<file path="config.mk">
export PLATFORM = sky130hd
export DESIGN_NAME = real_to_pwl
export DESIGN_NICKNAME = d
export VERILOG_FILES = /design/src/rtl/real_to_pwl.sv
export SDC_FILE = /design/constraint.sdc
export NUM_CORES = 1
export LEC_CHECK = 0
export ABC_CLOCK_PERIOD_IN_PS = 3500
export BUFFER_PORTS_ARGS = -buffer_cell sky130_fd_sc_hd__buf_4
export CAP_MARGIN = 15
export CELL_PAD_IN_SITES_DETAIL_PLACEMENT = 0
export CELL_PAD_IN_SITES_GLOBAL_PLACEMENT = 1
export CORE_ASPECT_RATIO = 2
export CORE_MARGIN = 2
export CORE_UTILIZATION = 41
export CTS_CLUSTER_SIZE = 25
export DETAILED_ROUTE_END_ITERATION = 10
export PLACE_DENSITY_LB_ADDON = 0.1
export SLEW_MARGIN = 20
export SYNTH_ARGS = -nofsm -noshare
export SYNTH_HDL_FRONTEND = slang
export SYNTH_SLANG_ARGS = --single-unit
</file>
<file path="constraint.sdc">
create_clock -name clk -period 3.5 [get_ports clk]
set_input_delay 0.525 -clock clk [delete_from_list [all_inputs] [get_ports clk]]
set_output_delay 0.525 -clock clk [all_outputs]
set_load 0.02 [all_outputs]
</file>
<file path="src/rtl/real_to_pwl.sv">
// Fixed-point real-to-PWL converter: ramps out toward each new sample in 2**TR_LOG2 clocks.
// Ports: clk, rstn, in (target), out (value), slope (per-cycle step), busy, seg_start, settled.
module real_to_pwl #(
    parameter int W       = 16,
    parameter int TR_LOG2 = 2
) (
    input  logic                clk,
    input  logic                rstn,
    input  logic signed [W-1:0] in,
    output logic signed [W-1:0] out,
    output logic signed [W:0]   slope,
    output logic                busy,
    output logic                seg_start,
    output logic                settled
);

    localparam int CW = TR_LOG2 + 1;
    localparam logic [CW-1:0] N = CW'(1 << TR_LOG2);

    typedef enum logic {
        S_IDLE,
        S_RAMP
    } state_t;

    state_t               state, state_n;
    logic signed [W-1:0]  target, target_n;
    logic signed [W-1:0]  out_n;
    logic signed [W:0]    slope_n;
    logic [CW-1:0]        cnt, cnt_n;
    logic                 seg_n, set_n;

    logic                 change;
    logic signed [W:0]    diff;
    logic [W:0]           mag;
    logic [W:0]           step_mag;
    logic signed [W:0]    new_slope;
    logic signed [W:0]    ramp_sum;

    assign change = (in != target);

    // W+1 bits holds any difference of two W-bit values, so full-scale steps
    // never wrap; magnitude is shifted so the ramp truncates toward zero.
    assign diff      = {in[W-1], in} - {out[W-1], out};
    assign mag       = diff[W] ? $unsigned(-diff) : $unsigned(diff);
    assign step_mag  = mag >> TR_LOG2;
    assign new_slope = diff[W] ? -$signed(step_mag) : $signed(step_mag);
    assign ramp_sum  = {out[W-1], out} + slope;

    assign busy = (state == S_RAMP);

    always_ff @(posedge clk or negedge rstn) begin
        if (!rstn) begin
            state     <= S_IDLE;
            target    <= '0;
            out       <= '0;
            slope     <= '0;
            cnt       <= '0;
            seg_start <= 1'b0;
            settled   <= 1'b0;
        end else begin
            state     <= state_n;
            target    <= target_n;
            out       <= out_n;
            slope     <= slope_n;
            cnt       <= cnt_n;
            seg_start <= seg_n;
            settled   <= set_n;
        end
    end

    // A change always wins: retargeting restarts from the current out
    // without applying the old increment on that edge.
    always_comb begin
        state_n  = state;
        target_n = target;
        out_n    = out;
        slope_n  = slope;
        cnt_n    = cnt;
        seg_n    = 1'b0;
        set_n    = 1'b0;
        priority case (1'b1)
            change: begin
                state_n  = S_RAMP;
                target_n = in;
                slope_n  = new_slope;
                cnt_n    = N;
                seg_n    = 1'b1;
            end
            (state == S_RAMP) && (cnt == CW'(1)): begin
                state_n = S_IDLE;
                out_n   = target;
                slope_n = '0;
                cnt_n   = '0;
                set_n   = 1'b1;
            end
            (state == S_RAMP): begin
                out_n = ramp_sum[W-1:0];
                cnt_n = cnt - CW'(1);
            end
            default: begin
            end
        endcase
    end

endmodule

</file>
==> impl_metrics.env, run 1 <==
export IMPL_wl_met2_mm=8.15
export IMPL_fin_crit_sh_pct=104
export IMPL_hold_path_class="input pin to asynchronous set/reset pin"
export IMPL_critical_path_class="flop to flop"
export IMPL_synth_nets=601
export IMPL_r2r_start="out[13]"
export IMPL_die_area_mm2=0.0124
export IMPL_ys_warn_count=0
export IMPL_worst_slew_pin_transition_ns=0.898
export IMPL_pwr_share_seq_pct=36.9
export IMPL_intPower_mw=1.31
export IMPL_yosysSeqAreaShare_pct=29.3
export IMPL_combinationalPowerShare_pct=32.8
export IMPL_n_fill_cell=1062
export IMPL_wire_per_inst_um=17.3
export IMPL_clkLatencyLatePin_ns=0.30
export IMPL_place_congestion=0.851
export IMPL_core_area_mm2=0.0112
export IMPL_diodes=0
export IMPL_m1WireLength_mm=5.64
export IMPL_num_rows=55
export IMPL_cp_required_ns=3.73
export IMPL_start_util_pct=41.8
export IMPL_num_nets_final=756
export IMPL_finalWorstSetupSlack_ns=-0.127
export IMPL_finalSetupViolations=4
export IMPL_swShare_pct=31.2
export IMPL_dp_cells=823
export IMPL_die_h_um=155
export IMPL_cts_tree="yes"
export IMPL_slew_headroom_pct=40.1
export IMPL_vias=4544
export IMPL_top_layer="met4"
export IMPL_clkTransAtPathRegs_ns=0.08
export IMPL_fin_hold_ws_ns=0.252
export IMPL_maxCapViolations=0
export IMPL_finalSetupTns_ns=-0.284
export IMPL_ctsHoldBuffers=0
export IMPL_ys_flop_type="dfrtp_1"
export IMPL_cp_arrival_ns=3.86
export IMPL_totalWireLength_mm=14.7
export IMPL_dp_hpwl_mm=12.0
export IMPL_cellPowerDensity_mw_per_mm2=295
export IMPL_area_growth_pct=37.7
export IMPL_clockRootBuffer="clkbuf_16"
export IMPL_synth_area_mm2=0.00469
export IMPL_antenna_found_initial=0
export IMPL_numPortBuffers=53
export IMPL_cp_end_kind="flop"
export IMPL_grt_util_all_layers_pct=24.7
export IMPL_ys_ff_latch=55
export IMPL_drc=0
export IMPL_irDropWorstVdd_mv=0.187
export IMPL_htreeDepth=2
export IMPL_cts_buffers=5
export IMPL_met3WireLength_um=382
export IMPL_violations="negative setup slack"
export IMPL_clockPowerShare_pct=30.3
export IMPL_cp_max_fo=3
export IMPL_cts_sinks=55
export IMPL_netlist_instances=547
export IMPL_ys_async_sr_fraction_pct=100
export IMPL_p_leak_nw=2.95
export IMPL_ys_types=79
export IMPL_hold_viol_final=0
export IMPL_postLayoutCellArea_mm2=0.00646
export IMPL_min_period_ns=3.63
export IMPL_drive_gt1_share_pct=36.3
export IMPL_grt_pass1_vias=4644
export IMPL_first_pass_iters=4
export IMPL_clockBufferDepth=2
export IMPL_grt_pass1_wl_mm=23.5
export IMPL_rsz0062_at_grt="true"
export IMPL_report_final_slew_viol_count=0
export IMPL_grt_overflow=0
export IMPL_pin_count=54
export IMPL_die_w_um=79.6
export IMPL_grt_max_degree=56
export IMPL_vias_per_cell=5.38
export IMPL_multi_input_area_mm2=0.00320
export IMPL_synth_edf_count=0
export IMPL_startpoint_type="flop"
export IMPL_syn_area_per_cell_um2=8.58
export IMPL_startpoint="out[13]"
export IMPL_ant_nets=0
export IMPL_drtIter0Drc=153
export IMPL_power_switching_uw=594
export IMPL_max_freq_mhz=276
export IMPL_status="finished with violations"
export IMPL_place_area_mm2=0.00605
export IMPL_final_cells=845
export IMPL_final_seq_area_mm2=0.00138
export IMPL_clock_skew_ns=0.0103
==> worst max-delay path, cell delays in order, from the launching register on <==
cell	delay (ns)
dfrtp_2	0.41
inv_2	0.07
ha_4	0.19
a21o_1	0.21
a2111oi_4	0.37
o211ai_1	0.19
o21a_2	0.28
a21oi_2	0.14
xnor2_1	0.16
ha_2	0.23
inv_2	0.05
nor3_4	0.18
nand2_2	0.10
or3_4	0.42
xor2_1	0.16
or3_1	0.31
nand3_1	0.07
==> cell families (layout without fill, tap and decap cells) <==
kind of cell	after synthesis	count (layout)	share of synthesized area (%)
compound gates	146	146	21.6
xor+xnor	54	54	10.2
buf+inv	69	225	6.77
flops	55	55	29.3
mux	9	9	2.19
fa+ha+maj	36	36	9.92
simple gates	178	178	19.9
==> sequential cells by signal (all words and copies together), names as in the netlist <==
register / cells
seg_start: 1
cnt: 3
settled: 1
busy: 1
slope: 17
target: 16
out: 16
==> path summary, 6_finish.rpt <==
path,endpoint,slack [ns],cells after the start
max reg2reg,slope[10],-0.13,16
max in group asynchronous,out[13],2.72,1
min reg2reg,slope[16],0.50,1
max,slope[10],-0.13,16
min in group clk,target[7],0.37,1
min,settled,0.25,1
==> stage by stage <==
stage,total power [mW],utilization [%],worst slack (ns)
5_1_grt,2.00,57.6,-0.227
2_1_floorplan,1.04,-,-0.0862
3_5_place_dp,1.29,54.0,-0.508
6_report,1.91,57.6,-0.127
4_1_cts,1.89,56.3,-0.165
3_3_place_gp,1.28,54.0,-0.393
==> cell usage in the layout, fill, tap and decap left out, types with 15 or more instances in the layout <==
cell | Yosys | layout
xnor2_1 | 40 | 37
ha_1 | 34 | 31
dfrtp_1 | 55 | 53
nor2_1 | 40 | 38
a21oi_1 | 36 | 32
inv_1 | 31 | 28
o21ai_0 | 27 | 24
nand3_1 | 23 | 22
buf_4 | 2 | 180
nor3_1 | 16 | 15
nand2_1 | 33 | 30
==> power groups by stage <==
stage          combinational [mW]  sequential [mW]  clock [mW]
2_1_floorplan               0.313            0.729           0
3_3_place_gp                0.563            0.714           0
3_5_place_dp                0.572            0.715           0
4_1_cts                     0.601            0.703       0.588
5_1_grt                     0.683            0.706       0.607
6_report                    0.626            0.703       0.577
==> cell type report <==
class	count	area share, %
sequential	55	21.3
inverter	32	2.05
clock buffer	5	1.94
timing repair buffer	185	21.8
clock inverter	3	0.678
tap	142	2.75
multi-input combinational	423	49.5
==> synth_stat cells (3+ instances only) <==
cell type   n  area (µm²)
o22ai_1     4        25.0
nor3_1     16        80.1
clkbuf_1   27         101
nand4_1    12        75.1
or3_1       6        37.5
xor2_1     13         114
and3_1      6        37.5
and2_1      5        31.3
nand2b_1    4        25.0
ha_1       34         425
a211oi_1   10        75.1
o21a_2      3        26.3
or2_2       6        37.5
o21a_1      6        45.0
nand2_1    33         124
o21ai_0    27         135
mux2i_1     5        50.1
nor2b_1     6        37.5
o211ai_1    5        37.5
buf_6       4        45.0
nor2_1     40         150
nand3_1    23         115
a21oi_1    36         180
o21ai_1     4        20.0
a21o_1     11        82.6
xnor2_1    40         350
inv_1      31         116
o2111ai_1   3        26.3
dfrtp_1    55        1380
a211o_1     3        26.3
a31oi_1     5        31.3
==> layer usage <==
layer  vias up  track usage [%]
met4         0             10.3
met3        24             2.03
met1      2179             28.0
li1       2264                -
met2        77             46.1
met5         -                0
==> what timing repair did <==
| item | CTS | global route |
|---|---|---|
| pin swaps | 14 | 22 |
| setup endpoints to repair | 8 | 14 |
| gates cloned | 0 | 0 |
| gates resized for setup | 7 | 26 |
| setup buffers | 9 | 5 |
(Power assumes the default switching activity.)
==> inputs of run 2 (changes only) <==
CORE_MARGIN = default   (was 2)
==> run 2 against run 1 <==
Compared with the run above: the flow still finishes with violations (negative setup slack); combinational power shrank 2%; utilization is 1.3 points higher; setup slack better by 0.020 ns; die area is 3.8% lower; register-to-register slack improved by 0.02 ns; final area increased by 0.35%; critical path depth down 2; critical endpoint unchanged; largest power group unchanged.
==> impl_metrics.env, run 2 (synthesis results as in run 1) <==
export IMPL_violations="negative setup slack"
export IMPL_drc=0
export IMPL_clkTransAtPathRegs_ns=0.07
export IMPL_startpoint_type="flop"
export IMPL_p_leak_nw=2.94
export IMPL_hold_path_class="input pin to asynchronous set/reset pin"
export IMPL_cp_required_ns=3.73
export IMPL_final_cell_mix="buf_4 (180), dfrtp_1 (53), xnor2_1 (38), nor2_1 (37), nand2_1 (32)"
export IMPL_first_pass_iters=4
export IMPL_finalWorstSetupSlack_ns=-0.107
export IMPL_vias_per_cell=5.44
export IMPL_final_seq_area_mm2=0.00138
export IMPL_cp_arrival_ns=3.84
export IMPL_cellPowerDensity_mw_per_mm2=284
export IMPL_registers_top_by_ff_count="slope"
export IMPL_fin_hold_ws_ns=0.261
export IMPL_die_area_mm2=0.0119
export IMPL_r2r_start="out[0]"
export IMPL_place_congestion=0.852
export IMPL_largest_reg_flops=17
export IMPL_power_switching_uw=590
export IMPL_die_h_um=153
export IMPL_finalSetupTns_ns=-0.268
export IMPL_report_final_slew_viol_count=0
export IMPL_r2r_cells=14
export IMPL_clock_skew_ns=0.00630
export IMPL_intPower_mw=1.25
export IMPL_ant_nets=0
export IMPL_dp_hpwl_mm=11.8
export IMPL_num_nets_final=755
export IMPL_pwr_share_seq_pct=38.1
export IMPL_totalWireLength_mm=14.8
export IMPL_cts_buffers=5
export IMPL_ctsHoldBuffers=0
export IMPL_core_area_mm2=0.0110
export IMPL_slew_headroom_pct=52.1
export IMPL_irDropWorstVdd_mv=0.232
export IMPL_swShare_pct=32.0
export IMPL_multi_input_area_mm2=0.00325
export IMPL_antenna_found_initial=0
export IMPL_pin_count=54
export IMPL_clkLatencyLatePin_ns=0.30
export IMPL_worst_slew_pin_transition_ns=0.718
export IMPL_vias=4580
export IMPL_reg2reg_to="slope[10]"
export IMPL_min_period_ns=3.61
export IMPL_grt_util_all_layers_pct=25.6
export IMPL_drtIter0Drc=182
export IMPL_grt_overflow=0
export IMPL_n_fill_cell=1024
export IMPL_start_util_pct=42.6
export IMPL_area_growth_pct=38.2
export IMPL_rsz0062_at_grt="true"
export IMPL_grt_pass1_wl_mm=23.6
export IMPL_fin_crit_sh_pct=103
export IMPL_cp_end_kind="flop"
export IMPL_status="finished with violations"
export IMPL_clockRootBuffer="clkbuf_16"
export IMPL_rrSetupSlack_ns=-0.11
export IMPL_numPortBuffers=53
export IMPL_postLayoutCellArea_mm2=0.00648
export IMPL_critical_path_class="flop to flop"
export IMPL_num_rows=54
export IMPL_diodes=0
export IMPL_final_common_cell="buf_4"
export IMPL_clockPowerShare_pct=28.5
export IMPL_clockBufferDepth=2
export IMPL_cp_max_fo=4
export IMPL_drive_gt1_share_pct=35.9
export IMPL_cts_tree="yes"
export IMPL_wire_per_inst_um=17.5
export IMPL_place_area_mm2=0.00605
export IMPL_total_power_mw=1.84
export IMPL_largest_registers="slope: 17 flops, out: 16 flops, target: 16 flops"
export IMPL_grt_pass1_vias=4632
export IMPL_hold_viol_final=0
export IMPL_finalSetupViolations=4
export IMPL_max_freq_mhz=277
export IMPL_cts_sinks=55
export IMPL_die_w_um=77.6
export IMPL_htreeDepth=2
export IMPL_maxCapViolations=0
export IMPL_grt_max_degree=56
export IMPL_combinationalPowerShare_pct=33.4
==> run 2: cell count changes in the layout (fill, tap and decap cells not counted), sizes merged <==
cell    before  now
buf        185  184
bufinv       1    0
clkbuf       5    7
clkinv       3    2
==> run 2: final cells by class <==
class                   instances  area share [%]
flip-flops and latches         55            21.3
multi-input cells             423            50.1
clock inverters                 1           0.135
clock buffers                   7            2.20
inverters                      32            2.05
repair buffers                184            21.5
well taps                     140            2.70
==> run 2: worst max path at each step <==
| stage | depth (start not counted) | slack (ns) | end | start |
|---|---|---|---|---|
| CTS | 13 | -0.11 | slope[10] | out[0] |
| finish | 14 | -0.11 | slope[10] | out[0] |
| floorplan | 14 | -0.09 | slope[10] | in[0] |
| global placement | 16 | -0.39 | slope[10] | in[13] |
| detailed placement | 16 | -0.44 | slope[10] | in[13] |
| global route | 13 | -0.21 | slope[14] | out[0] |
==> run 2: metrics by stage <==
step           util [%]  worst slack (ns)  instances
2_1_floorplan         -           -0.0862        547
3_3_place_gp       55.0            -0.393        821
3_5_place_dp       55.0            -0.437        821
4_1_cts            57.4            -0.112        837
5_1_grt            58.9            -0.209        842
6_report           58.9            -0.107        842
==> run 2: power by group through the flow <==
| stage | combinational, mW | sequential [mW] | clock (mW) |
|---|---|---|---|
| 4_1_cts | 0.595 | 0.702 | 0.533 |
| 3_5_place_dp | 0.568 | 0.715 | 0 |
| 5_1_grt | 0.670 | 0.706 | 0.555 |
| 6_report | 0.614 | 0.703 | 0.525 |
| 3_3_place_gp | 0.560 | 0.713 | 0 |
| 2_1_floorplan | 0.313 | 0.729 | 0 |
==> run 2: what timing repair did <==
item,4_1_cts,5_1_grt
setup endpoints to repair,7,11
setup buffers,8,5
gates resized for setup,9,28
pin swaps,21,30
==> run 2: metal layers <==
metal | vias up | track usage (%) | wire, µm
met5 | - | 0 | 0
met3 | 20 | 1.97 | 279
met4 | 0 | 10.6 | 413
met2 | 87 | 49.6 | 8260
met1 | 2220 | 27.6 | 5820
li1 | 2253 | - | -
==> run 2: critical path, stage by stage, from the launching register on <==
cell and delay, ns:
dfrtp_1 0.40, ha_4 0.15, fa_2 0.21, and2b_1 0.20
o2111a_2 0.34, o31a_1 0.30, o211ai_1 0.33, buf_4 0.19
a31oi_4 0.09, a41oi_4 0.30, xor2_1 0.10, or3_4 0.41
xor2_1 0.16, or3_1 0.30, nand3_1 0.07
==> inputs of run 3 (changes only) <==
ABC_AREA = 1   (was default)
CORE_UTILIZATION = 39   (was 41)
==> run 3 against run 2 <==
Compared with the run above: the flow now finishes without violations; global-route usage down 1.0 points; clock-buffer cell count fell by 1; sequential power shrank 0.9%; synthesized cell count rose by 37%; critical path type unchanged; final area shrank 9.1%; clock power down 5.1%; non-clock buffer count is 97 lower; highest routed layer unchanged.
==> impl_metrics.env, run 3 <==
export IMPL_status="complete, no violations"
export IMPL_hold_viol_final=0
export IMPL_cp_end_kind="flop"
export IMPL_drtIter0Drc=230
export IMPL_ys_async_sr_fraction_pct=100
export IMPL_synth_common_cells="nand2_1 (219), inv_1 (107), nand3_1 (62)"
export IMPL_final_seq_area_mm2=0.00138
export IMPL_syn_area_per_cell_um2=6.62
export IMPL_pin_count=54
export IMPL_num_nets_final=872
export IMPL_finalSetupViolations=0
export IMPL_num_rows=58
export IMPL_first_pass_iters=4
export IMPL_grt_pass1_vias=4881
export IMPL_maxCapViolations=0
export IMPL_cts_tree="yes"
export IMPL_grt_use_met1_pct=26.6
export IMPL_largest_registers="slope: 17 flops, out: 16 flops, target: 16 flops"
export IMPL_final_common_cell="nand2_1"
export IMPL_n_fill_cell=1318
export IMPL_report_final_slew_viol_count=0
export IMPL_clockRootBuffer="clkbuf_16"
export IMPL_vias=4935
export IMPL_cp_arrival_ns=3.41
export IMPL_grt_max_degree=56
export IMPL_startpoint_type="flop"
export IMPL_die_w_um=81.8
export IMPL_numPortBuffers=53
export IMPL_cp_max_fo=4
export IMPL_dp_cells=960
export IMPL_largest_reg_flops=17
export IMPL_grtUsageMet3_pct=1.47
export IMPL_synth_nets=805
export IMPL_synth_top_cell_area_share_pct=27.7
export IMPL_irDropWorstVdd_mv=0.319
export IMPL_synth_top_area_cell="dfrtp_1"
export IMPL_critical_path_class="flop to flop"
export IMPL_ant_nets=0
export IMPL_synth_edf_count=0
export IMPL_wire_per_inst_um=15.8
export IMPL_grt_overflow=0
export IMPL_cts_buffers=5
export IMPL_drc=0
export IMPL_ys_ff_latch=55
export IMPL_final_cells=969
export IMPL_finalSetupTns_ns=0
export IMPL_multi_input_area_mm2=0.00310
export IMPL_diodes=0
export IMPL_yosysSeqAreaShare_pct=27.7
export IMPL_fin_crit_sh_pct=91.9
export IMPL_place_congestion=0.919
export IMPL_core_area_mm2=0.0125
export IMPL_cts_sinks=55
export IMPL_slew_headroom_pct=53.2
export IMPL_fin_hold_ws_ns=0.249
export IMPL_ys_warn_count=0
export IMPL_grt_util_all_layers_pct=24.6
export IMPL_dp_hpwl_mm=13.0
export IMPL_ctsHoldBuffers=0
export IMPL_min_period_ns=3.22
export IMPL_rsz0062_at_grt="true"
export IMPL_htreeDepth=2
export IMPL_synth_area_leaders="dfrtp_1 (28%), nand2_1 (17%), ha_1 (8.6%), inv_1 (8.1%), nand3_1 (6.2%)"
export IMPL_drive_gt1_share_pct=18.6
export IMPL_met2_usage_pct=47.1
export IMPL_cellPowerDensity_mw_per_mm2=290
export IMPL_final_cell_mix="nand2_1 (218), inv_1 (106), buf_4 (86), nand3_1 (59), dfrtp_1 (55)"
export IMPL_vias_per_cell=5.09
export IMPL_grt_pass1_wl_mm=24.2
export IMPL_synth_area_mm2=0.00497
export IMPL_finalWorstSetupSlack_ns=0.284
export IMPL_clock_skew_ns=0.00537
export IMPL_clkTransAtPathRegs_ns=0.07
export IMPL_clockBufferDepth=2
export IMPL_die_h_um=162
export IMPL_worst_slew_pin_transition_ns=0.702
export IMPL_cp_required_ns=3.69
export IMPL_clkLatencyLatePin_ns=0.30
export IMPL_max_freq_mhz=311
export IMPL_netlist_instances=751
export IMPL_yosysMostFrequentCell="nand2_1"
export IMPL_ys_types=42
export IMPL_totalWireLength_mm=15.3
export IMPL_start_util_pct=39.8
export IMPL_antenna_found_initial=0
export IMPL_pre_cts_ws_ns=-0.0886
export IMPL_p_leak_nw=3.13
export IMPL_grt_most_used_layer="met2"
export IMPL_die_area_mm2=0.0132
export IMPL_registers_top_by_ff_count="slope"
export IMPL_ys_flop_type="dfrtp_1"
export IMPL_utilization_pct=47.2
export IMPL_area_growth_pct=18.5
export IMPL_hold_path_class="input pin to asynchronous set/reset pin"
[run 3: cell types whose count changed in the layout (fill, tap and decap cells not counted), sizes merged, moves of 14 or more]
cell	before	now
xnor2	40	12
inv	31	111
nand3	23	65
buf	184	87
nand2	33	237
nor2	41	55
[run 3: logic make-up after synthesis]
kind of cell,count (synthesis),synth area share (%)
xor+xnor,25,4.71
simple gates,396,35.2
compound gates,101,11.9
flops,55,27.7
fa+ha+maj,36,9.37
buf+inv,138,11.1
[run 3: area by class of cell]
type / count / share of cell area, %
Clock buffer: 6 / 2.19
Multi-Input combinational cell: 558 / 52.7
Clock inverter: 2 / 0.212
Inverter: 111 / 7.07
Sequential cell: 55 / 23.4
Timing Repair Buffer: 87 / 11.3
Tap cell: 150 / 3.19
[run 3: final timing paths]
kind | endpoint | cells after the start | slack [ns] | start
min in group clk | target[0] | 1 | 0.35 | in[0]
min reg2reg | cnt[1] | 2 | 0.50 | cnt[1]
min | cnt[1] | 1 | 0.25 | rstn
max | slope[14] | 21 | 0.28 | out[0]
max reg2reg | slope[14] | 21 | 0.28 | out[0]
max in group asynchronous | slope[15] | 1 | 2.76 | rstn
[run 3: stage by stage]
stage                     power, mW  area [µm²]
after floorplan                1.04        4970
after global placement         1.21        5680
after detailed placement       1.21        5680
after CTS                      1.72        5820
after global routing           1.81        5890
final                          1.71        5890
[run 3: timing repair]
action	CTS	global route
gates resized for setup	0	15
setup endpoints to repair	0	9
buffers inserted	0	1
[run 3: routing by layer]
layer | routed length [µm] | part of all wire, % | vias to the layer above
li1 | - | - | 2540
met1 | 5990 | 39 | 2300
met2 | 8570 | 56 | 74
met3 | 249 | 1.6 | 21
met4 | 517 | 3.4 | 0
met5 | 0 | 0 | -
[run 3: where the power goes]
group	internal (mW)	total, mW	switching (mW)
Sequential	0.666	0.697	0.0314
Clock	0.265	0.498	0.233
Combinational	0.204	0.513	0.309
Total	1.14	1.71	0.573
[run 3: worst max-delay path, stage by stage, from the launching register on]
cell and delay, ns:
dfrtp_1 0.44, ha_1 0.24, fa_1 0.40, inv_2 0.09, nand2_1 0.12, nand2_1 0.10, nand3_1 0.13, nand2_2 0.13
nand2_1 0.05, nand2_1 0.13, nand3_2 0.14, nor2_4 0.17, nand2_1 0.08, nand2_2 0.09, xor2_2 0.20, nand2_1 0.09
inv_1 0.07, nand2_2 0.07, nor2_2 0.12, nand3_1 0.10, nand3_1 0.09, nand2_1 0.05
